`src/rtl/vend_pkg.sv`:
```
// Shared types and constants for the vending dispense path.
package vend_pkg;

  localparam int CREDIT_W = 2;
  localparam logic [CREDIT_W-1:0] CREDIT_MAX = 2'd3;
  localparam int PHASE_W = 3;

  localparam int DEF_COFFEE_PRICE    = 2;
  localparam int DEF_SPRITE_PRICE    = 1;
  localparam int DEF_DISPENSE_CYCLES = 4;
  localparam int DEF_COOLDOWN_CYCLES = 2;

  typedef enum logic [1:0] {
    ST_IDLE     = 2'd0,
    ST_GRANT    = 2'd1,
    ST_DISPENSE = 2'd2,
    ST_COOLDOWN = 2'd3
  } state_e;

  typedef enum logic {
    DRINK_COFFEE = 1'b0,
    DRINK_SPRITE = 1'b1
  } drink_e;

  // Returns {overflow, new_credit}: credit - deduct + coin, clipped at CREDIT_MAX.
  // Overflow is only possible when a coin was added, so it doubles as the
  // coin-return condition.
  function automatic logic [CREDIT_W:0] credit_apply(
    input logic [CREDIT_W-1:0] credit,
    input logic [CREDIT_W-1:0] deduct,
    input logic                coin
  );
    logic [CREDIT_W:0] sum;
    sum = {1'b0, credit} - {1'b0, deduct} + {{CREDIT_W{1'b0}}, coin};
    if (sum > {1'b0, CREDIT_MAX}) begin
      return {1'b1, CREDIT_MAX};
    end
    return {1'b0, sum[CREDIT_W-1:0]};
  endfunction

endpackage

```
`src/rtl/vend_dispense_arbiter_if.sv`:
```
// Sensor/button inputs and dispense/status outputs of the vending arbiter.
interface vend_dispense_arbiter_if;
  import vend_pkg::*;

  logic                i_coin;
  logic                i_coffee;
  logic                i_sprite;
  logic                o_coffee;
  logic                o_sprite;
  logic                o_led_coffee;
  logic                o_led_sprite;
  logic [CREDIT_W-1:0] o_credit;
  logic                o_busy;
  logic                o_coin_return;
  logic                o_deny;

  // Arbiter side
  modport slave (
    input  i_coin, i_coffee, i_sprite,
    output o_coffee, o_sprite, o_led_coffee, o_led_sprite,
           o_credit, o_busy, o_coin_return, o_deny
  );

  // Machine front-panel / driver side
  modport master (
    output i_coin, i_coffee, i_sprite,
    input  o_coffee, o_sprite, o_led_coffee, o_led_sprite,
           o_credit, o_busy, o_coin_return, o_deny
  );

endinterface

```
`src/rtl/vend_edge_detect.sv`:
```
// Rising-edge detector: one-cycle pulse when the level goes 0 -> 1.
// The previous-level register clears in reset, so a level held high across
// reset release shows up as an edge on the first non-reset cycle.
module vend_edge_detect (
  input  logic clk,
  input  logic rst,
  input  logic i_level,
  output logic o_pulse
);

  logic r_prev;

  // Remember the level from the previous cycle
  always_ff @(posedge clk) begin
    if (rst) begin
      r_prev <= 1'b0;
    end else begin
      r_prev <= i_level;
    end
  end

  assign o_pulse = i_level & ~r_prev;

endmodule

```
`src/rtl/vend_dispense_arbiter.sv`:
```
// Coin credit, request pending flags and shared-chute dispense arbitration.
//
// state       | meaning
// ------------+-----------------------------------------------------------
// ST_IDLE     | chute free, waiting for a pending request
// ST_GRANT    | pick a drink (round-robin if both pending), check credit
// ST_DISPENSE | strobe the selected drink for DISPENSE_CYCLES cycles
// ST_COOLDOWN | chute settling gap of COOLDOWN_CYCLES cycles
module vend_dispense_arbiter
  import vend_pkg::*;
#(
  parameter int COFFEE_PRICE    = DEF_COFFEE_PRICE,
  parameter int SPRITE_PRICE    = DEF_SPRITE_PRICE,
  parameter int DISPENSE_CYCLES = DEF_DISPENSE_CYCLES,
  parameter int COOLDOWN_CYCLES = DEF_COOLDOWN_CYCLES
) (
  input logic                     clk,
  input logic                     rst,
  vend_dispense_arbiter_if.slave  io_vend
);

  localparam logic [CREDIT_W-1:0] P_COFFEE  = CREDIT_W'(COFFEE_PRICE);
  localparam logic [CREDIT_W-1:0] P_SPRITE  = CREDIT_W'(SPRITE_PRICE);
  localparam logic [PHASE_W-1:0]  DISP_LOAD = PHASE_W'(DISPENSE_CYCLES - 1);
  localparam logic [PHASE_W-1:0]  COOL_LOAD = PHASE_W'(COOLDOWN_CYCLES - 1);

  logic w_coin_edge;
  logic w_coffee_edge;
  logic w_sprite_edge;

  state_e              r_state,  w_state_nxt;
  logic [PHASE_W-1:0]  r_cnt,    w_cnt_nxt;
  logic [CREDIT_W-1:0] r_credit, w_credit_nxt;
  logic                r_pend_coffee, w_pend_coffee_nxt;
  logic                r_pend_sprite, w_pend_sprite_nxt;
  drink_e              r_ptr,    w_ptr_nxt;
  drink_e              r_sel,    w_sel_nxt;
  logic                r_coin_return, w_coin_return_nxt;
  logic                r_deny,   w_deny_nxt;

  drink_e              w_pick;
  logic [CREDIT_W-1:0] w_pick_price;
  logic [CREDIT_W-1:0] w_deduct;
  logic                w_clr_coffee;
  logic                w_clr_sprite;
  logic [CREDIT_W:0]   w_credit_res;

  vend_edge_detect u_edge_coin (
    .clk     (clk),
    .rst     (rst),
    .i_level (io_vend.i_coin),
    .o_pulse (w_coin_edge)
  );

  vend_edge_detect u_edge_coffee (
    .clk     (clk),
    .rst     (rst),
    .i_level (io_vend.i_coffee),
    .o_pulse (w_coffee_edge)
  );

  vend_edge_detect u_edge_sprite (
    .clk     (clk),
    .rst     (rst),
    .i_level (io_vend.i_sprite),
    .o_pulse (w_sprite_edge)
  );

  // Next-state, grant decision, credit update and pending-flag bookkeeping
  always_comb begin
    w_state_nxt  = r_state;
    w_cnt_nxt    = r_cnt;
    w_ptr_nxt    = r_ptr;
    w_sel_nxt    = r_sel;
    w_deduct     = '0;
    w_clr_coffee = 1'b0;
    w_clr_sprite = 1'b0;
    w_deny_nxt   = 1'b0;

    if (r_pend_coffee && r_pend_sprite) begin
      w_pick = r_ptr;
    end else if (r_pend_coffee) begin
      w_pick = DRINK_COFFEE;
    end else begin
      w_pick = DRINK_SPRITE;
    end
    w_pick_price = (w_pick == DRINK_COFFEE) ? P_COFFEE : P_SPRITE;

    case (r_state)
      ST_IDLE: begin
        if (r_pend_coffee || r_pend_sprite) begin
          w_state_nxt = ST_GRANT;
        end
      end
      ST_GRANT: begin
        // The flag is consumed either way; a short credit means an earlier
        // grant already spent what this request was accepted against.
        w_clr_coffee = (w_pick == DRINK_COFFEE);
        w_clr_sprite = (w_pick == DRINK_SPRITE);
        if (r_credit >= w_pick_price) begin
          w_deduct    = w_pick_price;
          w_sel_nxt   = w_pick;
          w_ptr_nxt   = (w_pick == DRINK_COFFEE) ? DRINK_SPRITE : DRINK_COFFEE;
          w_cnt_nxt   = DISP_LOAD;
          w_state_nxt = ST_DISPENSE;
        end else begin
          w_deny_nxt  = 1'b1;
          w_state_nxt = ST_IDLE;
        end
      end
      ST_DISPENSE: begin
        if (r_cnt == '0) begin
          w_cnt_nxt   = COOL_LOAD;
          w_state_nxt = ST_COOLDOWN;
        end else begin
          w_cnt_nxt = r_cnt - PHASE_W'(1);
        end
      end
      ST_COOLDOWN: begin
        if (r_cnt == '0) begin
          w_state_nxt = ST_IDLE;
        end else begin
          w_cnt_nxt = r_cnt - PHASE_W'(1);
        end
      end
      default: begin
        w_state_nxt = ST_IDLE;
      end
    endcase

    w_credit_res      = credit_apply(r_credit, w_deduct, w_coin_edge);
    w_credit_nxt      = w_credit_res[CREDIT_W-1:0];
    w_coin_return_nxt = w_credit_res[CREDIT_W];

    // Acceptance is judged against the credit held at the press
    w_pend_coffee_nxt = (r_pend_coffee & ~w_clr_coffee) |
                        (w_coffee_edge & ~r_pend_coffee & (r_credit >= P_COFFEE));
    w_pend_sprite_nxt = (r_pend_sprite & ~w_clr_sprite) |
                        (w_sprite_edge & ~r_pend_sprite & (r_credit >= P_SPRITE));
  end

  // State and datapath registers
  always_ff @(posedge clk) begin
    if (rst) begin
      r_state       <= ST_IDLE;
      r_cnt         <= '0;
      r_credit      <= '0;
      r_pend_coffee <= 1'b0;
      r_pend_sprite <= 1'b0;
      r_ptr         <= DRINK_COFFEE;
      r_sel         <= DRINK_COFFEE;
      r_coin_return <= 1'b0;
      r_deny        <= 1'b0;
    end else begin
      r_state       <= w_state_nxt;
      r_cnt         <= w_cnt_nxt;
      r_credit      <= w_credit_nxt;
      r_pend_coffee <= w_pend_coffee_nxt;
      r_pend_sprite <= w_pend_sprite_nxt;
      r_ptr         <= w_ptr_nxt;
      r_sel         <= w_sel_nxt;
      r_coin_return <= w_coin_return_nxt;
      r_deny        <= w_deny_nxt;
    end
  end

  assign io_vend.o_coffee      = (r_state == ST_DISPENSE) && (r_sel == DRINK_COFFEE);
  assign io_vend.o_sprite      = (r_state == ST_DISPENSE) && (r_sel == DRINK_SPRITE);
  assign io_vend.o_led_coffee  = (r_credit >= P_COFFEE);
  assign io_vend.o_led_sprite  = (r_credit >= P_SPRITE);
  assign io_vend.o_credit      = r_credit;
  assign io_vend.o_busy        = (r_state != ST_IDLE);
  assign io_vend.o_coin_return = r_coin_return;
  assign io_vend.o_deny        = r_deny;

endmodule

```
`src/flat_wrapper.sv`:
```
// flat-port wrapper written by rule: the top's interface ports become plain ports
module vend_dispense_arbiter_flat import vend_pkg::*;
#(
  parameter int COFFEE_PRICE    = DEF_COFFEE_PRICE,
  parameter int SPRITE_PRICE    = DEF_SPRITE_PRICE,
  parameter int DISPENSE_CYCLES = DEF_DISPENSE_CYCLES,
  parameter int COOLDOWN_CYCLES = DEF_COOLDOWN_CYCLES
)
  (clk, rst, io_vend_i_coin, io_vend_i_coffee, io_vend_i_sprite, io_vend_o_coffee, io_vend_o_sprite, io_vend_o_led_coffee, io_vend_o_led_sprite, io_vend_o_credit, io_vend_o_busy, io_vend_o_coin_return, io_vend_o_deny);
  vend_dispense_arbiter_if io_vend_i ();
  input logic clk;
  input logic rst;
  input wire logic [$bits(io_vend_i.i_coin)-1:0] io_vend_i_coin;
  input wire logic [$bits(io_vend_i.i_coffee)-1:0] io_vend_i_coffee;
  input wire logic [$bits(io_vend_i.i_sprite)-1:0] io_vend_i_sprite;
  output wire logic [$bits(io_vend_i.o_coffee)-1:0] io_vend_o_coffee;
  output wire logic [$bits(io_vend_i.o_sprite)-1:0] io_vend_o_sprite;
  output wire logic [$bits(io_vend_i.o_led_coffee)-1:0] io_vend_o_led_coffee;
  output wire logic [$bits(io_vend_i.o_led_sprite)-1:0] io_vend_o_led_sprite;
  output wire logic [$bits(io_vend_i.o_credit)-1:0] io_vend_o_credit;
  output wire logic [$bits(io_vend_i.o_busy)-1:0] io_vend_o_busy;
  output wire logic [$bits(io_vend_i.o_coin_return)-1:0] io_vend_o_coin_return;
  output wire logic [$bits(io_vend_i.o_deny)-1:0] io_vend_o_deny;
  assign io_vend_i.i_coin = io_vend_i_coin;
  assign io_vend_i.i_coffee = io_vend_i_coffee;
  assign io_vend_i.i_sprite = io_vend_i_sprite;
  assign io_vend_o_coffee = io_vend_i.o_coffee;
  assign io_vend_o_sprite = io_vend_i.o_sprite;
  assign io_vend_o_led_coffee = io_vend_i.o_led_coffee;
  assign io_vend_o_led_sprite = io_vend_i.o_led_sprite;
  assign io_vend_o_credit = io_vend_i.o_credit;
  assign io_vend_o_busy = io_vend_i.o_busy;
  assign io_vend_o_coin_return = io_vend_i.o_coin_return;
  assign io_vend_o_deny = io_vend_i.o_deny;
  vend_dispense_arbiter #(.COFFEE_PRICE(COFFEE_PRICE), .SPRITE_PRICE(SPRITE_PRICE), .DISPENSE_CYCLES(DISPENSE_CYCLES), .COOLDOWN_CYCLES(COOLDOWN_CYCLES)) u_core (.clk(clk), .rst(rst), .io_vend(io_vend_i));
endmodule
```
`config.mk`:
```
export PLATFORM = sky130hd
export DESIGN_NAME = vend_dispense_arbiter_flat
export DESIGN_NICKNAME = d
export VERILOG_FILES = /design/src/rtl/vend_pkg.sv /design/src/rtl/vend_dispense_arbiter_if.sv /design/src/rtl/vend_edge_detect.sv /design/src/rtl/vend_dispense_arbiter.sv /design/src/flat_wrapper.sv
export SDC_FILE = /design/constraint.sdc
export NUM_CORES = 1
export LEC_CHECK = 0
export CAP_MARGIN = 30
export CORE_ASPECT_RATIO = 1.25
export CORE_MARGIN = 2
export CORE_UTILIZATION = 50
export CTS_CLUSTER_DIAMETER = 200
export CTS_CLUSTER_SIZE = 30
export DETAILED_ROUTE_END_ITERATION = 6
export PLACE_DENSITY = 0.76
export SLEW_MARGIN = 15
export SYNTH_ARGS = -nofsm -noshare
export SYNTH_HDL_FRONTEND = slang
export SYNTH_SLANG_ARGS = --single-unit
```
`constraint.sdc`:
```
create_clock -name clk -period 3.6 [get_ports clk]
set_clock_uncertainty 0.1 [all_clocks]
set_input_delay 0.36 -clock clk [delete_from_list [all_inputs] [get_ports clk]]
set_output_delay 0.36 -clock clk [all_outputs]
set_load 0.02 [all_outputs]
```
==> results by group, run 1 <==
Run status
  – Run status: complete, no violations

GRT
  – Pin count of the biggest net entering global routing: 17
  – Residual overflow from global routing: 0
  – Antenna violations before repair: 0
  – Total global-route track usage: 0.190
  – Vias in the first global route: 655
  – Wire length of the first global-routing pass: 2.61 mm

Clock network
  – Hold buffer count at cts: 0
  – CTS tree: done
  – CTS Sinks: 16
  – Clock-pin slew on the worst setup and hold paths: 0.09 ns
  – Post-CTS Resized: 0
  – H-tree depth: 1
  – Buffers from clock root to sink, at most: 2
  – Postcts setup bufs: 0
  – Clock latency reported for the late side of the worst-skew pair: 0.28 ns
  – CTS buffer count: 3
  – Root Buffer: clkbuf_4

Timing
  – Max Slew Vio Count: 0
  – Worst Tran Pin Value: 0.612 ns
  – Fin crit share: 0.833
  – Number of failing hold endpoints at the final stage: 0
  – Time the final worst path needs with I/O delays and setup: 3.00 ns
  – Normalized max-slew margin: 0.591
  – Maximum clock frequency: 334 MHz
  – Post-route setup TNS: 0 ns
  – Setup repair after global routing missed its margin: false
  – Final setup vio count: 0
  – Min setup slack post-route: 0.602 ns

Setup path
  – Data required time of the critical path: 3.65 ns
  – Maximum fanout along the worst path: 5
  – Critical path arrival: 3.05 ns
  – Sort of element at the end of the critical path: register
  – Class of the most critical setup path: register to register
  – CP Launch Type: register

Logic synthesis
  – Area fraction of the dominant cell type after synthesis: 0.393
  – Synth Flop Type: dfxtp_1
  – Synth Net Count: 103
  – Synth area leaders: dfxtp_1, ha_1, inv_1, nor2_1, nor2b_1
  – Synthesis Warnings: 0
  – Number of enable-type register cells in the synthesized netlist: 0
  – Distinct cell type count of the synthesized netlist: 28
  – Post-Synthesis Cells: 90
  – Most common cell in the synthesized netlist: dfxtp_1
  – Async set or reset register ratio after synthesis: 0
  – Commonest cells post-synth: dfxtp_1, inv_1, nor2_1
  – Library cell with the largest summed area after synthesis: dfxtp_1
  – Per-instance average area after synthesis: 9.05 µm²
  – #FFs+latches synth: 16
  – Portion of the post-synthesis area used by sequential elements: 0.393
  – Post-Synthesis Cell Area: 815 µm²

Placement
  – Weighted congestion at the end of routability-driven global placement: 0.745
  – Total half-perimeter wirelength after legalization and detailed placement: 1.05 mm
  – Setup Slack @ Placement: 0.595 ns
  – Cell count after placement: 118
  – Port-buffer cells: 13
  – Placed cell area: 952 µm²

Cells and area
  – Synthesis-to-layout area growth: 21.4%
  – Diode count: 0
  – Count of nets after finishing: 118
  – Post-route non-filler standard cell count: 122
  – Post-route design area: 988 µm²
  – Share of cells above drive strength 1: 0.0769

Floorplanning
  – Total I/O pin count: 14
  – Floorplan Core Area: 0.00154 mm²
  – Die H: 49.1 µm
  – DIE WIDTH: 40.1 µm
  – Die footprint: 0.00197 mm²
  – Standard-cell rows: 16
  – Starting density of the core: 0.528

Routing
  – Routed via count: 638
  – DR DRC count: 0
  – Wire length per cell: 11.5 µm
  – Number of iterations in the first detailed-routing pass: 4
  – Via density per instance: 5.23
  – Antenna-violating nets left: 0
  – Total wirelength of the detailed-routed design: 1.41 mm
  – Iter 0 DRT Violations: 1

Pwr
  – PwrDens: 841 mW/mm²
  – Overall power consumption: 0.831 mW
  – IR drop worst, VDD: 409 µV
  – Leak Pwr: 0.385 nW

Job
  – Max-cap viol count: 0

Hold path
  – Kind of path behind the tightest hold check: register to register
[state kept, by name, summed over array words and instances, names as in the netlist, named ones only]
| name | flops |
|---|---|
| u_core.r_sel | 1 |
| u_core.r_pend_coffee | 1 |
| u_core.r_state | 1 |
| u_core.io_vend.o_credit | 2 |
| u_core.u_edge_coin.r_prev | 1 |
| u_core.io_vend.o_coin_return | 1 |
| u_core.io_vend.o_deny | 1 |
| u_core.r_pend_sprite | 1 |
| u_core.r_ptr | 1 |
| u_core.u_edge_sprite.r_prev | 1 |
| u_core.r_cnt | 3 |
| u_core.u_edge_coffee.r_prev | 1 |
[routing by layer]
metal | up-vias | wire (µm) | global-route usage
met5 | - | 0 | 0
met4 | 0 | 39 | 0.0862
met3 | 5 | 47 | 0.0411
met2 | 11 | 705 | 0.312
met1 | 291 | 614 | 0.221
li1 | 331 | - | -
[path summary, 6_finish.rpt]
check	startpoint	endpoint	slack, ns	cells after the start
max	u_core.r_pend_sprite	u_core.io_vend.o_credit[0]	0.60	14
min	u_core.r_ptr	u_core.r_ptr	0.38	2
max reg2reg	u_core.r_pend_sprite	u_core.io_vend.o_credit[0]	0.60	14
min reg2reg	u_core.r_ptr	u_core.r_ptr	0.38	2
[cells by family (layout without fill, tap and decap cells)]
group / Yosys count / in the layout / synth area share
buf+inv: 14 / 28 / 0.0691
xor+xnor: 2 / 2 / 0.0215
simple gates: 34 / 34 / 0.230
compound gates: 16 / 16 / 0.154
fa+ha+maj: 8 / 8 / 0.132
flops: 16 / 16 / 0.393
[power breakdown]
group | internal, mW | switching (mW) | leakage, nW
logic | 0.209 | 0.235 | 0.233
registers | 0.226 | 0.0456 | 0.132
clock network | 0.0616 | 0.0555 | 0.0210
[layout by cell type, fill, tap and decap left out, types with 2 or more instances in the layout]
cell type | netlist | layout
a211oi_1 | 4 | 4
a21oi_1 | 5 | 5
a31oi_1 | 2 | 2
clkbuf_4 | 0 | 3
clkdlybuf4s50_1 | 0 | 13
dfxtp_1 | 16 | 16
ha_1 | 7 | 7
inv_1 | 10 | 10
nand2_1 | 5 | 5
nand2b_1 | 2 | 2
nor2_1 | 10 | 10
nor2b_1 | 5 | 5
nor3_1 | 4 | 4
or2_1 | 2 | 2
xnor2_1 | 2 | 2
[per-stage QoR]
| step | util | hold slack (ns) |
|---|---|---|
| 4_1_cts | 0.641 | 0.385 |
| 3_5_place_dp | 0.618 | 0.354 |
| 2_1_floorplan | - | 0.332 |
| 3_3_place_gp | 0.618 | 0.368 |
| 6_report | 0.641 | 0.379 |
| 5_1_grt | 0.641 | 0.418 |
[cell type report]
cell class	count	area, µm²
clock buffer	4	36.3
fill	125	553
tap	18	22.5
inverter	11	41.3
multi-input combinational	60	438
sequential	16	320
timing repair buffer	13	130
[worst max-delay path: stages, from the launching register on]
cell,delay [ns]
dfxtp_1,0.34
nand2_1,0.06
and2_1,0.22
inv_2,0.07
ha_1,0.30
nor3b_2,0.07
or3_1,0.37
nor2_1,0.11
ha_1,0.23
inv_1,0.05
ha_1,0.13
inv_1,0.05
fa_1,0.37
xnor2_1,0.28
a21oi_1,0.10
Power figures use the tool's default switching activity.
==> inputs of run 2 (changes only) <==
clock period = 3 ns   (was 3.6 ns; I/O delays follow)
==> results by group, run 2 (synthesis results as in run 1) <==
Run status
  – Run status: complete, no violations

Setup path
  – Capture point of the worst reg-to-reg path: u_core.io_vend.o_credit[1]
  – Data required time of the critical path: 3.05 ns
  – Class of the most critical setup path: register to register
  – Launching point of the worst reg2reg path: u_core.r_pend_coffee
  – Slowest cell on the critical path: dfxtp_1
  – Slack of the worst reg-to-reg path: 0.19 ns
  – Maximum fanout along the worst path: 3
  – Critical path arrival: 2.86 ns
  – Setup crit start: u_core.r_pend_coffee
  – Sort of element at the end of the critical path: register
  – CP Launch Type: register
  – Highest cell delay on the worst timing path: 0.39 ns
  – Ordered cell list for the critical path: and2_4, inv_2, ha_2, nor2_1, or3_1, nor2_1, ha_1, inv_1, ha_1, inv_1, fa_2, xnor2_2, a21oi_1
  – R2R cell count: 13

Floorplanning
  – Die H: 49.1 µm
  – Die footprint: 0.00197 mm²
  – Standard-cell rows: 16
  – Starting density of the core: 0.528
  – DIE WIDTH: 40.1 µm
  – Floorplan Core Area: 0.00154 mm²
  – Total I/O pin count: 14

Routing
  – Number of iterations in the first detailed-routing pass: 4
  – Routed via count: 645
  – Total wirelength of the detailed-routed design: 1.50 mm
  – Antenna-violating nets left: 0
  – Iter 0 DRT Violations: 2
  – DR DRC count: 0
  – Wire length per cell: 12.2 µm
  – Via density per instance: 5.24

Timing
  – Time the final worst path needs with I/O delays and setup: 2.81 ns
  – Normalized max-slew margin: 0.631
  – Post-route setup TNS: 0 ns
  – Maximum clock frequency: 356 MHz
  – Number of failing hold endpoints at the final stage: 0
  – Worst hold margin: 0.363 ns
  – Max Slew Vio Count: 0
  – Setup repair after global routing missed its margin: false
  – Final setup vio count: 0
  – Worst Tran Pin Value: 0.552 ns
  – Fin crit share: 0.938

Hold path
  – Kind of path behind the tightest hold check: register to register
  – Hold-critical path endpoint: u_core.r_ptr
  – Worst hold stages: 2
  – Worst hold start: u_core.r_ptr

GRT
  – Busiest layer in global routing: met2
  – Met1 usage: 0.196
  – Total global-route track usage: 0.173
  – Residual overflow from global routing: 0
  – Global routing met2 resource utilization: 0.290
  – Vias in the first global route: 595
  – Antenna violations before repair: 0
  – Wire length of the first global-routing pass: 2.40 mm
  – Global-route track usage on met3: 0.0411
  – Pin count of the biggest net entering global routing: 17

Cells and area
  – Diode count: 0
  – Most common cell after layout, fill and taps aside: dfxtp_1
  – Share of cells above drive strength 1: 0.143
  – Register containing the most flip-flops in the final layout: u_core.r_cnt
  – Sequential cell area: 322 µm²
  – Multi-input gate area: 472 µm²
  – Post-route non-filler standard cell count: 123
  – Core Util, Final: 0.669
  – Synthesis-to-layout area growth: 26.6%
  – Final-layout fill cell count: 138
  – Flip-flop count of the largest register, all copies and words added: 3
  – Count of nets after finishing: 119
  – Leading cell types in the layout, fill and taps excluded: dfxtp_1, clkdlybuf4s50_1, inv_1, nor2_1

Placement
  – Weighted congestion at the end of routability-driven global placement: 0.712
  – Port-buffer cells: 13
  – Total half-perimeter wirelength after legalization and detailed placement: 1.06 mm
  – Cell count after placement: 119

Clock network
  – CTS Sinks: 16
  – CTS tree: done
  – Clock latency reported for the late side of the worst-skew pair: 0.28 ns
  – Buffers from clock root to sink, at most: 2
  – Hold buffer count at cts: 0
  – Root Buffer: clkbuf_4
  – Clock-pin slew on the worst setup and hold paths: 0.09 ns
  – CTS buffer count: 3
  – H-tree depth: 1
  – Postcts setup bufs: 0

Pwr
  – Net switching share of the total power: 0.405
  – IR drop worst, VDD: 576 µV
  – Int Power: 0.637 mW
  – Flop pwr share: 0.308
  – Combinational fraction of design power: 0.561
  – PwrDens: 1040 mW/mm²
  – Leak Pwr: 0.396 nW
  – Net switching component of the power: 0.433 mW
  – Overall power consumption: 1.07 mW
  – Clock power frac: 0.131

Job
  – Max-cap viol count: 0
## run 2: cell types whose count changed in the layout (fill, tap and decap cells not counted), sizes merged
cell | before | now
buf | 0 | 1
## run 2: worst max-delay path by stage
stage,end,slack (ns)
floorplan,u_core.io_vend.o_credit[0],0.24
global placement,u_core.io_vend.o_credit[0],0.16
detailed placement,u_core.io_vend.o_credit[1],0.07
CTS,u_core.io_vend.o_credit[1],0.05
global route,u_core.io_vend.o_credit[1],0.02
finish,u_core.io_vend.o_credit[1],0.19
## run 2: per-layer routing
layer / share of wire / vias to the layer above
met2: 0.50 / 10
li1: - / 332
met5: 0 / -
met4: 0.0093 / 0
met1: 0.45 / 301
met3: 0.039 / 2
## run 2: critical path, delay by kind of cell, from the launching register on
family,cells,cell delay [ns]
AND/OR/NAND/NOR,4,0.72
flip-flops,1,0.39
adder cells (fa/ha/maj),4,1.05
buffers and inverters,3,0.16
XOR/XNOR,1,0.19
AO/OA/AOI/OAI,1,0.09
## run 2: power by group through the flow
| stage | Combinational, mW | Sequential [mW] | Clock [mW] |
|---|---|---|---|
| finish | 0.600 | 0.329 | 0.141 |
| global route | 0.663 | 0.340 | 0.150 |
| CTS | 0.547 | 0.329 | 0.144 |
| detailed placement | 0.543 | 0.334 | 0 |
| global placement | 0.527 | 0.330 | 0 |
| floorplan | 0.386 | 0.333 | 0 |
## run 2: final cells by class
class,count,share of cell area
Multi-Input combinational cell,60,0.458
Sequential cell,16,0.312
Inverter,11,0.0400
Clock buffer,4,0.0352
Timing Repair Buffer,14,0.133
Tap cell,18,0.0218
## run 2: stage by stage
step	worst slack (ns)	cell area (µm²)
after floorplan	0.240	815
after global placement	0.156	960
after detailed placement	0.0714	960
after CTS	0.0489	996
after global routing	0.0161	1030
final	0.187	1030
## run 2: repair_timing
item	CTS	global route
endpoints found under the setup margin	0	3
hold endpoints to repair	0	0
gates resized for setup	0	7
